**src/rtl/ctrl_data_ext_unit.sv**
```systemverilog
// Decode-and-memory slice: opcode to control word, 2-bit immediate sign extension,
// and a byte-wide data memory with asynchronous read and clocked write.
module ctrl_data_ext_unit #(
    parameter int ADDR_BITS = 5,
    parameter int DATA_W    = 8
) (
    input  logic              CLK,
    input  logic              Reset,
    input  logic [1:0]        opcode,
    output logic [DATA_W-1:0] control,
    input  logic [1:0]        imm_in,
    output logic [DATA_W-1:0] imm_ext,
    input  logic [DATA_W-1:0] mem_addr,
    input  logic [DATA_W-1:0] mem_wdata,
    output logic [DATA_W-1:0] mem_rdata
);

    localparam int DEPTH = 2 ** ADDR_BITS;

    logic [DATA_W-1:0]    mem_q [DEPTH];
    logic [ADDR_BITS-1:0] mem_idx_s;
    logic                 mem_we_s;
    logic                 unused_addr_s;

    // Control word decode; unknown opcodes fall to an all-zero (no-op) word.
    always_comb begin
        control = 8'b0000_0000;
        case (opcode)
            2'b00:   control = 8'b1100_0001;
            2'b01:   control = 8'b0110_1011;
            2'b10:   control = 8'b0010_0101;
            2'b11:   control = 8'b0001_0000;
            default: control = 8'b0000_0000;
        endcase
    end

    // Immediate sign extension.
    always_comb begin
        imm_ext = {{(DATA_W-2){imm_in[1]}}, imm_in};
    end

    // Upper address bits alias onto the same locations.
    assign mem_idx_s     = mem_addr[ADDR_BITS-1:0];
    assign unused_addr_s = ^mem_addr[DATA_W-1:ADDR_BITS];
    assign mem_we_s      = control[2];
    assign mem_rdata     = mem_q[mem_idx_s];

    // Memory array: reset preloads each location with its own index.
    always_ff @(posedge CLK or negedge Reset) begin
        if (!Reset) begin
            for (int i = 0; i < DEPTH; i++) begin
                mem_q[i] <= DATA_W'(i);
            end
        end else if (mem_we_s) begin
            mem_q[mem_idx_s] <= mem_wdata;
        end else begin
            mem_q[mem_idx_s] <= mem_q[mem_idx_s];
        end
    end

endmodule

```
**config.mk**
```make
export PLATFORM = sky130hd
export DESIGN_NAME = ctrl_data_ext_unit
export DESIGN_NICKNAME = d
export VERILOG_FILES = /design/src/rtl/ctrl_data_ext_unit.sv
export SDC_FILE = /design/constraint.sdc
export NUM_CORES = 1
export LEC_CHECK = 0
export ABC_AREA = 1
export BUFFER_PORTS_ARGS = -buffer_cell sky130_fd_sc_hd__buf_2
export CORE_MARGIN = 4
export CORE_UTILIZATION = 62
export DETAILED_ROUTE_END_ITERATION = 6
export PLACE_DENSITY = 0.84
export RECOVER_POWER = 100
export SETUP_SLACK_MARGIN = 0.05
export SYNTH_ARGS = -nofsm -noshare
export SYNTH_HDL_FRONTEND = slang
export SYNTH_SLANG_ARGS = --single-unit
```
**constraint.sdc**
```tcl
create_clock -name CLK -period 1.56 [get_ports CLK]
set_input_delay 0.234 -clock CLK [delete_from_list [all_inputs] [get_ports CLK]]
set_output_delay 0.234 -clock CLK [all_outputs]
set_load 0.01 [all_outputs]
```
Word-level counts from Yosys, hierarchy flattened
Cells that the tools add are included.
Widths: inputs -> output; s select.
{"block": "op_classes", "eq_ne": 3, "bitwise_logic": 1, "order_cmp": 2, "mux": 9, "reduce_logical": 2}
{"operator": "$bwmux 256", "n": 2}
{"operator": "$mux 256", "n": 1}
{"operator": "$bmux 8 s5", "n": 1}
{"operator": "$demux 8 s5", "n": 1}
{"operator": "$pmux 8 s4", "n": 1}
{"operator": "$mux 8", "n": 3}
{"operator": "$ge 6x6->1 const B", "n": 1}
{"operator": "$lt 6x1->1 const B", "n": 1}
{"operator": "$not 5->6", "n": 1}
{"operator": "$eq 2x2->1 const B", "n": 2}
{"operator": "$eq 2x1->1 const B", "n": 1}
{"operator": "$logic_not 2->1", "n": 1}
{"operator": "$logic_and 1x1->1", "n": 1}
{"block": "word_totals", "ff_bits": 256, "output_inout_bits": 24, "inputBits": 22}

Logic depth before layout (Yosys ltp)
Gate-level depths: netlist of run 1.
{"block": "logic_depth", "depth_word": 7, "ltp_mapped": 15, "depth_no_buf": 11}

Worst setup path before layout of run 1
Ideal clock, no wire load.
{"block": "synth_timing", "path_kind": "input-to-reg", "from": "in opcode[0]", "to": "reg mem_q[102] in the netlist's numbering", "cell_stages": 9, "slack_ns": -0.048, "t_arrival_ns": 1.491, "required_ns": 1.443, "cell_sequence": "inv_1 -> ha_1 -> inv_1 -> buf_2 -> nor2_1 -> clkbuf_1 -> nor2_1 -> nand2_1 -> nand2_1"}
{"block": "synth_via", "elab_chain_len": 3}
{"element": "start: declaration", "line_no": "9", "source": "input logic [1:0] opcode,"}
{"element": "$eq 2x2->1 (tied with other cells)", "line_no": "28", "source": "case (opcode)"}
{"element": "$pmux 8 s4 *", "line_no": "28"}
{"element": "named net control[2]", "line_no": "10", "source": "output logic [DATA_W-1:0] control,"}
{"element": "$mux 256 *", "line_no": "54", "source": "end else if (mem_we_s) begin"}
{"element": "end signal: indexed assignment", "line_no": "52", "source": "mem_q[i] <= DATA_W'(i);"}
{"element": "end signal: indexed assignment", "line_no": "55", "source": "mem_q[mem_idx_s] <= mem_wdata;"}
{"element": "end signal: indexed assignment", "line_no": "57", "source": "mem_q[mem_idx_s] <= mem_q[mem_idx_s];"}
{"element": "end: declaration", "line_no": "20", "source": "logic [DATA_W-1:0] mem_q [DEPTH];"}
The timed path passes the listed nets; every way through them passes the cells marked *.

Worst setup path after layout of run 1
{"block": "layout_timing", "from": "reg mem_q[68] in the netlist's numbering", "to": "out mem_rdata[4]"}
{"block": "layout_via", "elab_chain_len": 3}
{"element": "$bmux 8 s5", "line_no": "46", "source": "assign mem_rdata = mem_q[mem_idx_s];"}
{"element": "$mux 8 (implied by the code) (2 in a row)", "line_no": "46"}
{"element": "end: declaration", "line_no": "15", "source": "output logic [DATA_W-1:0] mem_rdata"}
Every way passes these cells. The select of a mux whose other input is x is not followed.

==> results of run 1 <==
==> path summary, 6_finish.rpt <==
path                         startpoint           end  cells after the start
max                           mem_q[68]  mem_rdata[4]                      7
min                        mem_wdata[1]     mem_q[73]                      6
max reg2reg                  mem_q[238]    mem_q[238]                     12
min reg2reg                   mem_q[82]     mem_q[82]                      2
max in group asynchronous         Reset    mem_q[138]                      3
min in group asynchronous         Reset    mem_q[234]                      2
==> cell usage after synthesis, drive strengths merged <==
cell    count  area share [%]
dfrtp     176              31
buf        84             3.8
nand2    1457              39
ha          5            0.44
nor3        8            0.28
nor2      283             7.7
clkbuf     57             1.5
nand3      16            0.85
or2         1           0.044
inv        10            0.27
dfstp      80              15
==> area by class of cell <==
class / instances / area (µm²) / area share (%)
timing repair buffer: 220 / 2650 / 14.2
inverter: 10 / 40.0 / 0.215
clock buffer: 43 / 848 / 4.55
multi-input combinational: 1770 / 8200 / 43.9
tap: 280 / 350 / 1.88
sequential: 256 / 6510 / 34.9
clock inverter: 10 / 62.6 / 0.335
==> tightest hold or removal path: cells and delay by family <==
family                 cells  cell delay [ns]
buffers and inverters      2             0.28
and+or+nand+nor            4             0.26
==> routing by layer <==
metal / vias up / part of all wire, % / GRT usage, %
li1: 6702 / - / -
met1: 7480 / 32 / 48.0
met2: 1590 / 43 / 58.5
met3: 642 / 15 / 6.14
met4: 2 / 11 / 18.2
met5: - / 0.024 / 0
==> logic make-up (layout without fill, tap and decap cells) <==
group / after synthesis / in the layout / synth area share [%]
AND/OR/NAND/NOR: 1765 / 1765 / 47.7
flip-flops: 256 / 256 / 46.2
buffers and inverters: 151 / 283 / 5.58
adder cells (fa/ha/maj): 5 / 5 / 0.445
==> repair_timing <==
action | in CTS | in global routing
endpoints found under the hold margin | 186 | 0
pin swaps | 60 | 101
resized for setup | 98 | 369
buffers inserted | 18 | 22
gates cloned | 3 | 14
endpoints found under the setup margin | 203 | 264
hold buffers | 1 | 0
==> power breakdown <==
part	total, µW	switching (µW)	internal [µW]
Sequential	9530	1000	8530
Combinational	7080	4350	2730
Clock	6670	2920	3760
==> per-stage QoR <==
step | setup WS, ns | power (µW)
3_3_place_gp | -0.402 | 13900
4_1_cts | -0.468 | 21200
5_1_grt | -0.742 | 24000
2_1_floorplan | 0.0184 | 12400
6_report | -0.798 | 23300
3_5_place_dp | -0.470 | 14200
==> summary.txt, run 1 <==
Final layout
  – Final Non-Filler Cells: around 2600
  – Commonest non-fill, non-tap cell in the layout: nand2_1
  – Final core utilization: 84.4%
  – # diodes: 0
  – Largest regs: mem_q (256)
  – Max reg flops: 256
  – Final Instance Area: 18700 µm²
  – Largest Register: mem_q
  – # nets final: around 2300
  – Layout cells sized above 1: between 30% and 40%
  – Fillers: roughly 1100
  – Commonest non-fill, non-tap cells in the layout: nand2_1, nor2_1, nand2_2
  – Layout area overhead: 32.6%

CTS
  – Clock latency on the worst-skew pair: roughly 0.57 ns
  – Clock buffer depth: 3
  – Root buf cell: clkbuf_16
  – Clock transition at path regs: around 0.070 ns
  – CTS buffer count: 29
  – H-tree level count: 1
  – CTS tree: yes
  – CTS sink cnt: ~260

Critical path
  – Worst path top cell family by delay: simple AND/OR/NAND/NOR gates
  – CP most frequent cell: nand2_2
  – Worst R2R Setup Slack: -0.46 ns
  – Worst Setup Start Kind: flop
  – CP Cell Sequence: nand2_1 > nand3_2 > nand2_2 > nand2_4 > nor2_4 > nand2_2 > buf_6
  – Largest stage delay on the critical path: about 0.55 ns
  – Crit-path max FO: 2
  – CP bufs+invs: 1
  – CP Class: flop to output pin
  – Worst path arrival time: 2.12 ns
  – Setup crit end kind: output pin
  – WP data required: approximately 1.3 ns
  – Slowest stage cell, crit path: dfstp_2

Drt
  – DRC: 1
  – Detailed Route WL: between 50000 and 60000 µm
  – DR vias/cell: between 6 and 7
  – Drt wl/cell: 22.5 µm
  – Drt pass-1 iters: 7
  – Post-route ant nets: 0
  – Via count: around 16000
  – 1st-iter DRT viols: approximately 2800

Floorplan
  – DIE AREA: 25200 µm²
  – Site row count: 54
  – Die Width: 159 µm
  – CORE AREA: 22100 µm²
  – # IOs: 46
  – Initial Util: 63.7%
  – Die H: about 160 µm

GRT
  – Vias in the first global route: 14400
  – GR Util All Layers: 36.4%
  – Total congestion overflow: 0
  – First-pass GRT wire length: 73000 µm
  – Initial antenna violation count: 1
  – Largest net degree at the start of global routing: 47

Timing
  – Number of failing hold endpoints at the final stage: 0
  – Setup_tns: -72.68 ns
  – Final worst path period share: 151%
  – Fin crit period: around 2.4 ns
  – Final setup margin: -0.798 ns
  – Final Max Tran Viols: 0
  – Final hold slack: approximately 0.25 ns
  – Slew HR: 29.9%
  – Tightest Pin Transition: roughly 1.1 ns
  – RSZ-0062 raised after global routing: yes
  – Worst Skew: between 0.02 and 0.03 ns
  – # setup viols final: ~260
  – Max Freq: ~420 MHz

Outcome
  – Violated checks: design-rule violations, negative setup slack
  – Outcome: finished with violations

Placed design
  – RePlAce Congestion: roughly 1
  – Placed Cells: 2487
  – Port bufs: 32
  – Post-DP HPWL: between 20000 and 30000 µm
  – Placed cell area: ~16000 µm²

Yosys
  – Synthesis-stage register bit count: 256
  – Syn nets: ~2200
  – Post-synthesis sequential area ratio: approximately 46%
  – Synth Cell Area: 14100 µm²
  – Ys Warns: 0
  – Syn Inst Count: between 2000 and 2500
  – Distinct cells, synth: 18
  – Avg Cell Area, Syn: 6.46 µm²

Run
  – Max_cap viols: 0

Power
  – Pwr Density: 1250 nW/µm²
  – Leak: 0.0111 µW
  – Peak VDD IR: around 1.1 mV

Min path
  – Hold WC Path Type: primary input to flop
No activity file was read; power rests on OpenSTA's default activity.
==> run 2: changes to the inputs <==
TNS_END_PERCENT = 5   (was not set)
==> summary.txt, run 2 (synthesis results as in run 1) <==
CTS
  – Clock transition at path regs: 0.07 ns (about the same)
  – Root buf cell: clkbuf_16
  – H-tree level count: 1 (unchanged)
  – Clock buffer depth: 3 (unchanged)
  – CTS tree: yes
  – CTS sink cnt: 256 (unchanged)
  – Clock latency on the worst-skew pair: 0.56 ns (about the same)
  – CTS buffer count: 28 (-3.4%)

Timing
  – Tightest Pin Transition: 1.48 ns (+0.424 ns)
  – Final setup margin: -0.561 ns (+0.237 ns)
  – Final worst path period share: 136% (-15 points)
  – Slew HR: 1.62% (-28 points)
  – RSZ-0062 raised after global routing: yes
  – # setup viols final: 277 (+4.9%)
  – Max Freq: 471 MHz (+11%)
  – Number of failing hold endpoints at the final stage: 0 (unchanged)
  – Worst Skew: 0.0258 ns (-0.00139 ns)
  – Fin crit period: 2.12 ns (-0.237 ns)
  – Setup_tns: -50.36 ns (+22.32 ns)
  – Final Max Tran Viols: 0 (unchanged)

Outcome
  – Violated checks: negative setup slack
  – Outcome: finished with violations

Power
  – Switching portion of total power: 32.5% (-3.0 points)
  – P_int: 14800 µW (-1.2%)
  – Leak: 0.0101 µW (-9.4%)
  – Peak VDD IR: 1.10 mV (+1.6%)
  – Pwr Density: 1270 nW/µm² (+1.7%)
  – Clock power frac: 31.1% (+2.4 points)
  – Sequential Power Share: 43.0% (+2.1 points)
  – Final Power: 22000 µW (-5.6%)
  – Comb power frac: 25.9% (-4.5 points)
  – Sw Pwr: 7150 µW (-14%)

Placed design
  – RePlAce Congestion: 0.938 (-4.9%)
  – Placed cell area: 15600 µm² (-0.70%)
  – Placed Cells: 2489 (+0.080%)
  – Post-DP HPWL: 27900 µm (-1.9%)
  – Port bufs: 32 (unchanged)
  – Pre-CTS setup slack: -0.402 ns (+0.0688 ns)

Drt
  – Detailed Route WL: 50000 µm (-14%)
  – DR vias/cell: 6.00 (-5.3%)
  – Post-route ant nets: 0 (unchanged)
  – 1st-iter DRT viols: 2402 (-15%)
  – DRC: 0 (-1)
  – Via count: 15400 (-5.9%)
  – Drt pass-1 iters: 7 (unchanged)
  – Drt wl/cell: 19.4 µm (-14%)

Critical path
  – WP data required: 1.33 ns (about the same)
  – CP bufs+invs: 1 (unchanged)
  – Crit-path max FO: 2 (unchanged)
  – Largest stage delay on the critical path: 0.40 ns (-0.15 ns)
  – CP Cell Sequence: nand2_1 > nand2_2 > nand2_2 > nand3_2 > nand2_1 > nand2_1 > nor2_2 > nand2_1 > buf_2
  – Worst Setup Start Kind: flop
  – Worst path arrival time: 1.89 ns (-0.23 ns)
  – CP Class: flop to output pin
  – CP most frequent cell: nand2_1
  – Setup crit end kind: output pin
  – Worst path top cell family by delay: simple AND/OR/NAND/NOR gates
  – Slowest stage cell, crit path: dfrtp_1
  – Worst R2R Setup Slack: -0.35 ns (+0.11 ns)

GRT
  – Initial antenna violation count: 0 (-1)
  – First-pass GRT wire length: 74900 µm (+2.6%)
  – GR Util All Layers: 37.7% (+1.2 points)
  – Largest net degree at the start of global routing: 48 (+2.1%)
  – Total congestion overflow: 0 (unchanged)
  – Vias in the first global route: 14800 (+3.1%)

Floorplan
  – DIE AREA: 25200 µm² (unchanged)
  – Die H: 159 µm (unchanged)
  – Initial Util: 63.7% (unchanged)
  – Die Width: 159 µm (unchanged)
  – # IOs: 46 (unchanged)
  – CORE AREA: 22100 µm² (unchanged)
  – Site row count: 54 (unchanged)

Final layout
  – Final Instance Area: 17300 µm² (-7.1%)
  – Layout area overhead: 23.1%
  – Final Non-Filler Cells: 2573 (-0.62%)
  – # diodes: 0 (unchanged)
  – # nets final: 2298 (-0.69%)
  – Largest regs: mem_q (256)
  – Largest Register: mem_q
  – Max reg flops: 256 (unchanged)
  – Commonest non-fill, non-tap cells in the layout: nand2_1, nor2_1, dfrtp_1
  – Layout cells sized above 1: 19.9% (-10 points)
  – Commonest non-fill, non-tap cell in the layout: nand2_1

Run
  – Max_cap viols: 0 (unchanged)

Min path
  – Hold WC Path Type: primary input to flop
## run 2: changes by cell type in the layout (fill, tap and decap cells not counted), sizes merged
cell,before,now
bufbuf,0,1
clkinv,7,4
inv,12,10
bufinv,0,2
buf,195,192
clkinvlp,1,0
clkbuf,67,57
## run 2: path summary, 6_finish.rpt
kind	from	to	cells past startpoint
worst max-delay path	mem_q[61]	mem_rdata[5]	9
worst min-delay path	mem_wdata[6]	mem_q[142]	6
worst max register to register	mem_q[231]	mem_q[223]	15
worst min register to register	mem_q[11]	mem_q[11]	2
max in group asynchronous	Reset	mem_q[20]	3
min in group asynchronous	Reset	mem_q[250]	2
## run 2: layer usage
metal,up-vias,GRT usage [%],wire (µm)
met5,-,0,0
met4,0,22.5,4150
met3,429,8.43,7230
met2,1290,58.7,21700
met1,7070,48.4,17000
li1,6660,-,-
## run 2: what timing repair did
item,CTS,global route
resized for setup,74,77
gates cloned,3,2
endpoints found under the hold margin,147,0
setup endpoints to repair,211,264
buffers inserted,20,9
hold buffers,1,0
pin swaps,48,47
## run 2: cell type report
| class | instances | area [µm²] |
|---|---|---|
| tap | 280 | 350 |
| sequential | 256 | 6510 |
| inverter | 10 | 40.0 |
| clock inverter | 6 | 80.1 |
| clock buffer | 46 | 860 |
| multi-input combinational | 1770 | 7230 |
| fill | 1434 | 4770 |
| timing repair buffer | 205 | 2250 |
## run 2: worst register-to-register path: stages, from the launching register on
cell	delay [ns]
dfrtp_1	0.38
nand2_1	0.07
nand2_1	0.06
nand2_1	0.05
nand2_1	0.07
nand2_2	0.12
nand2_2	0.09
nor2_4	0.16
buf_6	0.11
buf_4	0.09
buf_4	0.09
buf_4	0.10
nand3_4	0.08
buf_12	0.18
nand2_2	0.10
nand2_1	0.07
## run 2: through the flow
stage | util (%) | hold slack, ns
after global placement | 70.5 | 0.185
after floorplan | - | -0.0616
final | 78.4 | 0.214
after detailed placement | 70.5 | 0.183
after CTS | 76.9 | 0.211
after global routing | 78.4 | 0.239
## run 2: power by group through the flow
stage	Clock, µW	Combinational [µW]	Sequential (µW)
after global routing	7160	6160	9610
after detailed placement	0	4610	9430
after global placement	0	4410	9380
after CTS	6830	5100	9370
final	6830	5700	9460
after floorplan	0	3190	9210
==> run 3: changes to the inputs <==
CTS_BUF_LIST = sky130_fd_sc_hd__clkbuf_2 sky130_fd_sc_hd__clkbuf_4 sky130_fd_sc_hd__clkbuf_8   (was not set)
clock period = 2.6 ns   (was 1.56 ns; I/O delays follow)
==> summary.txt, run 3 (synthesis results as in run 1) <==
Final layout
  – Largest regs: mem_q (256)
  – Fillers: 1941 (+35%)
  – Commonest non-fill, non-tap cell in the layout: nand2_1
  – Final Non-Filler Cells: 2481 (-3.6%)
  – Commonest non-fill, non-tap cells in the layout: nand2_1, nor2_1, dfrtp_1
  – Largest Register: mem_q
  – Layout cells sized above 1: 10.6% (-9.3 points)
  – Max reg flops: 256 (unchanged)
  – # nets final: 2194 (-4.5%)
  – Final Instance Area: 15200 µm² (-12%)
  – Layout area overhead: 7.73%
  – # diodes: 0 (unchanged)

GRT
  – Total congestion overflow: 0 (unchanged)
  – Initial antenna violation count: 0 (unchanged)
  – Largest net degree at the start of global routing: 99 (+110%)
  – Vias in the first global route: 13100 (-12%)
  – First-pass GRT wire length: 66400 µm (-11%)
  – GR Util All Layers: 33.1% (-4.6 points)

Critical path
  – Crit-path max FO: 98 (+96)
  – FF-to-FF End: mem_q[110]
  – Reg-to-reg startpoint: mem_q[134]
  – Slowest stage cell, crit path: nor2_1
  – CP Class: primary input to flop
  – CP most frequent cell: nand2_1
  – Largest stage delay on the critical path: 0.84 ns (+0.44 ns)
  – WP data required: 3.08 ns (+1.75 ns)
  – R2R cell count: 11 (-4)
  – Worst Setup Start Kind: primary input
  – Setup crit end kind: flop
  – Worst path arrival time: 3.00 ns (+1.11 ns)
  – Worst R2R Setup Slack: 0.39 ns (+0.74 ns)
  – CP bufs+invs: 3 (+2)
  – Worst path top cell family by delay: simple AND/OR/NAND/NOR gates
  – CP Cell Sequence: buf_6 > clkinv_2 > buf_12 > nor2_1 > nand2_1 > nor2_1 > nand2_1 > nand2_1

Min path
  – Hold WC Path Type: primary input to asynchronous set/reset pin

Floorplan
  – Die Width: 159 µm (unchanged)
  – CORE AREA: 22100 µm² (unchanged)
  – Site row count: 54 (unchanged)
  – Initial Util: 63.7% (unchanged)
  – DIE AREA: 25200 µm² (unchanged)
  – Die H: 159 µm (unchanged)
  – # IOs: 46 (unchanged)

Power
  – Sw Pwr: 3860 µW (-46%)
  – Clock power frac: 32.6% (+1.5 points)
  – Peak VDD IR: 0.571 mV (-48%)
  – Pwr Density: 795 nW/µm² (-37%)
  – Final Power: 12000 µW (-45%)
  – Comb power frac: 20.8% (-5.1 points)
  – Sequential Power Share: 46.6% (+3.6 points)
  – Switching portion of total power: 32.1% (-0.48 points)
  – Leak: 0.00908 µW (-9.9%)
  – P_int: 8180 µW (-45%)

Drt
  – Post-route ant nets: 0 (unchanged)
  – Detailed Route WL: 41000 µm (-18%)
  – DRC: 0 (unchanged)
  – Drt pass-1 iters: 5 (-2)
  – 1st-iter DRT viols: 1634 (-32%)
  – DR vias/cell: 5.58 (-7.0%)
  – Via count: 13900 (-10%)
  – Drt wl/cell: 16.5 µm (-15%)

CTS
  – Clock buffer depth: 3 (unchanged)
  – H-tree level count: 2 (+1)
  – CTS sink cnt: 256 (unchanged)
  – Clock transition at path regs: 0.07 ns (about the same)
  – Root buf cell: clkbuf_8
  – Setup bufs post-CTS: 0 (-100%)
  – Clock latency on the worst-skew pair: 0.56 ns (about the same)
  – CTS buffer count: 43 (+54%)
  – CTS tree: yes

Timing
  – Tightest Pin Transition: 1.37 ns (-0.105 ns)
  – Final Max Tran Viols: 0 (unchanged)
  – Final worst path period share: 96.8%
  – Fin crit period: around 2.5 ns
  – Number of failing hold endpoints at the final stage: 0 (unchanged)
  – Max Freq: around 400 MHz
  – Final setup margin: 0.0839 ns (+0.645 ns)
  – # setup viols final: 0 (-100%)
  – Setup_tns: 0 ns (+50.36 ns)
  – Slew HR: 8.65% (+7.0 points)
  – RSZ-0062 raised after global routing: no
  – Worst Skew: 0.0254 ns (-0.000429 ns)

Run
  – Max_cap viols: 0 (unchanged)

Outcome
  – Outcome: finished clean

Placed design
  – Port bufs: 32 (unchanged)
  – Placed cell area: 14400 µm² (-7.6%)
  – Placed Cells: 2401 (-3.5%)
  – Post-DP HPWL: 24300 µm (-13%)
  – RePlAce Congestion: 0.872 (-7.0%)
  – Pre-CTS setup slack: 0.0906 ns (+0.492 ns)
-- run 3: routing by layer --
metal | track usage, % | part of all wire, % | vias to the layer above
li1 | - | - | 6439
met1 | 45.8 | 40 | 6490
met2 | 51.9 | 46 | 756
met3 | 5.71 | 10 | 166
met4 | 13.7 | 4.4 | 0
met5 | 0 | 0 | -
-- run 3: cell type report --
cell class	count	area, µm²	area share [%]
multi-input combinational	1770	6770	44.7
sequential	256	6510	42.9
inverter	10	38.8	0.256
tap	280	350	2.31
clock inverter	7	60.1	0.396
clock buffer	72	885	5.84
timing repair buffer	86	547	3.61
-- run 3: power by group through the flow --
stage          Sequential (µW)  Combinational (µW)  Clock [µW]
2_1_floorplan             5520                1840           0
3_3_place_gp              5610                2450           0
3_5_place_dp              5650                2550           0
4_1_cts                   5600                2570        3950
5_1_grt                   5710                2830        4150
6_report                  5610                2500        3930
-- run 3: per-stage QoR --
step / hold slack [ns] / util, %
after global placement: 0.414 / 65.1
final: 0.387 / 68.6
after detailed placement: 0.418 / 65.1
after CTS: 0.429 / 69.4
after global routing: 0.425 / 68.6
after floorplan: 0.0944 / -
-- run 3: repair_timing --
action	CTS	global route
hold endpoints to repair	46	0
setup endpoints to repair	0	8
resized for setup	0	1
hold buffers	1	0
-- run 3: worst max path at each step --
stage | start | cells after the start | slack, ns | end
after floorplan | opcode[0] | 9 | 0.84 | mem_q[102]
after global placement | mem_addr[0] | 14 | 0.13 | mem_q[38]
after detailed placement | mem_addr[0] | 14 | 0.09 | mem_q[110]
after CTS | mem_addr[0] | 12 | 0.08 | mem_rdata[7]
after global routing | mem_addr[0] | 8 | 0.05 | mem_q[177]
final | mem_addr[0] | 8 | 0.08 | mem_q[49]
-- run 3: worst reg2reg max path, cell delays in order, from the launching register on --
cell      delay [ns]
dfrtp_1         0.39
nand2_1         0.08
nand2_1         0.07
nand2_1         0.06
nand2_1         0.05
nand2_1         0.07
nand2_1         0.06
nor2_1          0.25
nand3_1         0.22
clkbuf_2        0.55
nand2_1         0.23
nand2_1         0.07
